[config.mk]
export PLATFORM = sky130hd
export DESIGN_NAME = baud_tick_gen
export DESIGN_NICKNAME = d
export VERILOG_FILES = /design/src/rtl/baud_tick_gen.sv
export SDC_FILE = /design/constraint.sdc
export NUM_CORES = 1
export LEC_CHECK = 0
export CAP_MARGIN = 5
export CORE_MARGIN = 8
export CORE_UTILIZATION = 40
export DETAILED_ROUTE_END_ITERATION = 12
export DONT_BUFFER_PORTS = 1
export PLACE_DENSITY = 0.57
export SLEW_MARGIN = 20
export SYNTH_ARGS = -nofsm -noshare
export SYNTH_HDL_FRONTEND = slang
export SYNTH_SLANG_ARGS = --single-unit
[constraint.sdc]
create_clock -name clk -period 3.3 [get_ports clk]
set_input_delay 0.33 -clock clk [delete_from_list [all_inputs] [get_ports clk]]
set_output_delay 0.33 -clock clk [all_outputs]
set_load 0.01 [all_outputs]
[src/rtl/baud_tick_gen.sv]
// baud_tick_gen: fractional-divisor baud generator producing oversample, mid-bit and bit-boundary strobes.
module baud_tick_gen #(
    parameter int DIV_WIDTH    = 16,
    parameter int FRAC_WIDTH   = 8,
    parameter int OVERSAMPLE   = 16,
    parameter int DEFAULT_INT  = 651,
    parameter int DEFAULT_FRAC = 10
) (
    input  logic                          clk,
    input  logic                          rst,
    input  logic                          enable,
    input  logic                          resync,
    input  logic                          div_load,
    input  logic [DIV_WIDTH-1:0]          div_int_in,
    input  logic [FRAC_WIDTH-1:0]         div_frac_in,
    output logic                          os_tick,
    output logic                          mid_tick,
    output logic                          bit_tick,
    output logic                          baud,
    output logic [$clog2(OVERSAMPLE)-1:0] os_phase
);
    localparam int OW = $clog2(OVERSAMPLE);

    logic [DIV_WIDTH-1:0]  cnt, act_int, sh_int, n_int, last;
    logic [FRAC_WIDTH-1:0] frac_acc, act_frac, sh_frac, n_frac;
    logic [FRAC_WIDTH:0]   fsum;
    logic [OW-1:0]         os_cnt, os_nxt;
    logic                  carry, sh_valid, eop;

    always_comb begin
        n_int  = div_load ? ((div_int_in < DIV_WIDTH'(2)) ? DIV_WIDTH'(2) : div_int_in) : sh_int;
        n_frac = div_load ? div_frac_in : sh_frac;
        last   = act_int + DIV_WIDTH'(carry) - DIV_WIDTH'(1);
        eop    = cnt == last;
        fsum   = {1'b0, frac_acc} + {1'b0, act_frac};
        os_nxt = (os_cnt == OW'(OVERSAMPLE - 1)) ? '0 : os_cnt + OW'(1);
    end

    assign os_phase = os_cnt;

    always_ff @(posedge clk) begin
        if (rst) begin
            act_int  <= DIV_WIDTH'(DEFAULT_INT);
            act_frac <= FRAC_WIDTH'(DEFAULT_FRAC);
            sh_int   <= DIV_WIDTH'(DEFAULT_INT);
            sh_frac  <= FRAC_WIDTH'(DEFAULT_FRAC);
            sh_valid <= 1'b0;
            cnt      <= '0;
            os_cnt   <= '0;
            frac_acc <= '0;
            carry    <= 1'b0;
            os_tick  <= 1'b0;
            mid_tick <= 1'b0;
            bit_tick <= 1'b0;
            baud     <= 1'b0;
        end else begin
            sh_int   <= n_int;
            sh_frac  <= n_frac;
            os_tick  <= 1'b0;
            mid_tick <= 1'b0;
            bit_tick <= 1'b0;
            if (!enable) begin
                cnt      <= '0;
                os_cnt   <= '0;
                frac_acc <= '0;
                carry    <= 1'b0;
                baud     <= 1'b0;
                if (sh_valid) begin
                    act_int  <= sh_int;
                    act_frac <= sh_frac;
                end
                sh_valid <= div_load;
            end else if (resync) begin
                // a load arriving with resync applies to the very first period
                cnt      <= '0;
                os_cnt   <= '0;
                frac_acc <= '0;
                carry    <= 1'b0;
                baud     <= 1'b0;
                if (div_load || sh_valid) begin
                    act_int  <= n_int;
                    act_frac <= n_frac;
                end
                sh_valid <= 1'b0;
            end else begin
                baud <= cnt < (act_int >> 1);
                if (eop) begin
                    cnt               <= '0;
                    {carry, frac_acc} <= fsum;
                    os_cnt            <= os_nxt;
                    os_tick           <= 1'b1;
                    mid_tick          <= os_cnt == OW'(OVERSAMPLE / 2 - 1);
                    bit_tick          <= os_cnt == OW'(OVERSAMPLE - 1);
                    if (sh_valid) begin
                        act_int  <= sh_int;
                        act_frac <= sh_frac;
                    end
                    sh_valid <= div_load;
                end else begin
                    cnt      <= cnt + DIV_WIDTH'(1);
                    sh_valid <= sh_valid | div_load;
                end
            end
        end
    end
endmodule

==> metrics.md <==
| Metric | Value |
|---|---|
| Post-synthesis net count | 632 |
| Final core utilization | 0.4488 |
| Clock share of power | 0.427 |
| Setup ws final | 0.2700 ns |
| Mean area per synthesized cell | 8.493 um^2 |
| Horiz. Die Dim | 126.6 um |
| Netlist Area Pre-Place | 0.004892 mm^2 |
| DR vias/cell | 5.592 |
| Comb power frac | 0.126 |
| Hold crit path type | primary input to flop |
| P&R area growth vs syn | 9.744% |
| Slew @ Worst Pin | 0.7877 ns |
| Fin crit period | 3.030 ns |
| Initial antenna violation count | 0 |
| Total grt overflow | 0 |
| DR iter-0 viols | 225 |
| All-Layer GR Usage | 0.1555 |
| Sequential element share of the synthesized area | 0.3355 |
| Total CTS buffers | 9 |
| Detailed placer's ending HPWL | 8.522 mm |
| CP Max Fanout | 11 |
| # DRC | 0 |
| CTS Buffer Depth | 2 |
| Area contributors post-synth | dfxtp_1 34%, mux2i_1 10%, nor2_1 7.8%, ha_1 6.6%, xnor2_1 3.2% |
| RSZ-0062 raised after global routing | false |
| Routed vias | 4026 |
| Post-Synthesis Cells | 576 |
| Net switching power | 0.6302 mW |
| Largest family of logic cells by synthesized area | simple AND/OR/NAND/NOR gates |
| Clk sinks | 82 |
| Post-synth EDFFs | 0 |
| Sequential Power Share | 0.447 |
| DP Worst Slack | -0.01834 ns |
| Die area | 0.01603 mm^2 |
| Endpoint class of the critical path | flop |
| Fin. max-slew vios | 0 |
| Power, Total | 2.411 mW |
| Int Power | 1.781 mW |
| Leak | 2.130 nW |
| Hold Vio Cnt, Final | 0 |
| ANT nets after route | 0 |
| Nets@finish | 624 |
| Share of cells above drive strength 1 | 0.07504 |
| Yosys reg bits | 82 |
| Post-synth top flop | dfxtp_1 |
| Required time of the critical path | 3.51 ns |
| # diodes | 0 |
| H-tree Lvls | 3 |
| Initial core utilization | 0.4090 |
| Row cnt | 40 |
| Peak Freq | 330.0 MHz |
| Post-synthesis compound-gate area fraction | 0.1560 |
| Synth cell types | 59 |
| Post-synth top area share | 0.3355 |
| Root buffer cell | clkbuf_16 |
| Xor/xnor share of the synthesized area | 0.06445 |
| Max-cap violations | 0 |
| Leading area contributor after synthesis | dfxtp_1 |
| Placer Congestion | 0.8376 |
| P per Cell Area | 449.1 mW/mm^2 |
| Pin count of the biggest net entering global routing | 74 |
| Startpoint types | flop |
| Peak VDD IR | 274.0 uV |
| Worst slew margin | 0.4736 |
| Routed length per instance | 16.76 um |
| Outcome | complete, no violations |
| Adder-cell area share of the yosys netlist | 0.07059 |
| DR pass1 iterations | 4 |
| Ys async rst share | 0 |
| Post-Route WL | 12.06 mm |
| Final Cycle Share | 0.9182 |
| TritonCTS clock tree | built |
| Mux contribution to synthesized area | 0.1023 |
| Vias in the first global route | 3817 |
| Core ar. | 0.01196 mm^2 |
| Final setup viols | 0 |
| Die height | 126.6 um |
| Simple-gate portion of the synthesized area | 0.2176 |
| Number of port buffers | 0 |
| IO Count | 37 |
| WP data arrival | 3.24 ns |
| Clock latency on the worst-skew pair | 0.35 ns |
| Fillers | 1156 |
| First-pass GRT wire length | 19.95 mm |
| Ys Warns | 0 |
| Skew final | 0.008114 ns |
| Crit path kind | flop to flop |
| Clock transition at path regs | 0.07 ns |
| Sw Ratio | 0.2614 |
kinds of logic (layout without fill, tap and decap cells):
group	count (synthesis)	after routing
flops	82	82
compound gates	109	110
simple gates	214	214
buf+inv	58	54
xor+xnor	36	36
mux	50	50
fa+ha+maj	27	27
worst max-delay path: stages (launching register included):
cell	delay (ns)
dfxtp_1	0.33
inv_1	0.06
ha_1	0.18
or4b_1	0.58
buf_4	0.20
a211o_1	0.22
a21boi_1	0.19
o21ai_0	0.18
o41ai_4	0.50
a21boi_4	0.27
mux2i_1	0.17
metal layers:
| layer | GRT usage | vias to the layer above | share of wire |
|---|---|---|---|
| met3 | 0.03645 | 10 | 0.056 |
| met1 | 0.1971 | 1904 | 0.46 |
| li1 | - | 2026 | - |
| met2 | 0.2497 | 86 | 0.47 |
| met4 | 0.06086 | 0 | 0.014 |
| met5 | 0 | - | 0 |
cell usage after synthesis (2+ instances only):
master    instances
nor2_1          102
dfxtp_1          82
mux2i_1          50
o21ai_0          28
ha_1             26
inv_1            24
o22ai_1          24
nand2b_1         23
nand2_1          21
clkbuf_1         19
xnor2_1          18
xor2_1           18
nand3_1          17
nor3_1            9
a21o_1            8
nor4_1            8
nor2b_1           7
a211o_1           6
a21oi_1           6
nand4_1           6
o21a_1            6
buf_2             5
a211oi_1          4
and3_1            4
buf_1             4
buf_6             4
o211ai_1          4
a311oi_1          3
a31oi_1           2
a41oi_1           2
and4b_1           2
buf_4             2
nand3b_1          2
nor3b_1           2
nor4_4            2
o31a_1            2
or4_1             2
worst paths after layout:
check,start,to,slack [ns],depth (start not counted)
hold / removal,rst,sh_frac[5]$_SDFF_PP0_,0.05,1
setup reg to reg,act_int[0]$_SDFFE_PP1P_,act_int[13]$_SDFFE_PP0P_,0.27,10
hold reg to reg,sh_frac[4]$_SDFF_PP0_,sh_frac[4]$_SDFF_PP0_,0.49,2
setup / recovery,act_int[0]$_SDFFE_PP1P_,act_int[13]$_SDFFE_PP0P_,0.27,10
cell usage in the layout, fill, tap and decap left out, types with 2 or more instances in the layout:
cell type	count
nor2_1	102
dfxtp_1	82
mux2i_1	50
o21ai_0	28
ha_1	26
inv_1	24
o22ai_1	24
nand2b_1	23
nand2_1	21
xnor2_1	18
xor2_1	18
nand3_1	17
buf_4	13
nor3_1	9
clkbuf_16	9
a21o_1	8
nor2b_1	7
nor4_1	7
a211o_1	6
a21oi_1	6
nand4_1	6
o21a_1	6
o211ai_1	4
a211oi_1	4
and3_1	4
a311oi_1	3
nor3b_1	2
nor4_4	2
nand3b_1	2
nor4_2	2
o31a_1	2
or4_1	2
a31oi_1	2
and4b_1	2
a21boi_4	2
a41oi_1	2
clkinv_2	2
layout make-up:
| cell class | count | area (um^2) | share of cell area |
|---|---|---|---|
| Multi-Input combinational cell | 437 | 3032 | 0.5647 |
| Sequential cell | 82 | 1642 | 0.3058 |
| Clock buffer | 10 | 239.0 | 0.04451 |
| Tap cell | 147 | 183.9 | 0.03426 |
| Timing Repair Buffer | 14 | 117.6 | 0.02191 |
| Inverter | 24 | 90.09 | 0.01678 |
| Clock inverter | 6 | 65.06 | 0.01212 |
through the flow:
step,hold WS (ns),area [um^2],TNS [ns],instances
global route,0.03566,5369,0,720
CTS,0.04139,5310,0,718
finish,0.04924,5369,0,720
floorplan,0.4425,4892,0,576
global placement,0.4096,4995,0,701
detailed placement,0.4103,4995,-0.03803,701
power by group through the flow:
stage	Sequential, mW	Combinational (mW)	Clock, mW
4_1_cts	1.08	0.296	1.05
3_5_place_dp	1.10	0.291	0
5_1_grt	1.08	0.339	1.09
2_1_floorplan	1.09	0.257	0
3_3_place_gp	1.10	0.284	0
6_report	1.08	0.303	1.03
repair_timing:
action	CTS	global route
pin swaps	1	1
buffers inserted	0	2
gates resized for setup	0	5
cloned	1	0
hold buffers	0	0
endpoints found under the setup margin	4	41
sequential cells by signal (all words and copies together) (netlist names):
register  count
os_phase      4
cnt          16
bit_tick      1
sh_valid      1
os_tick       1
baud          1
act_int      16
act_frac      8
frac_acc      8
mid_tick      1
carry         1
sh_frac       8
sh_int       16
(Power assumes the default switching activity.)
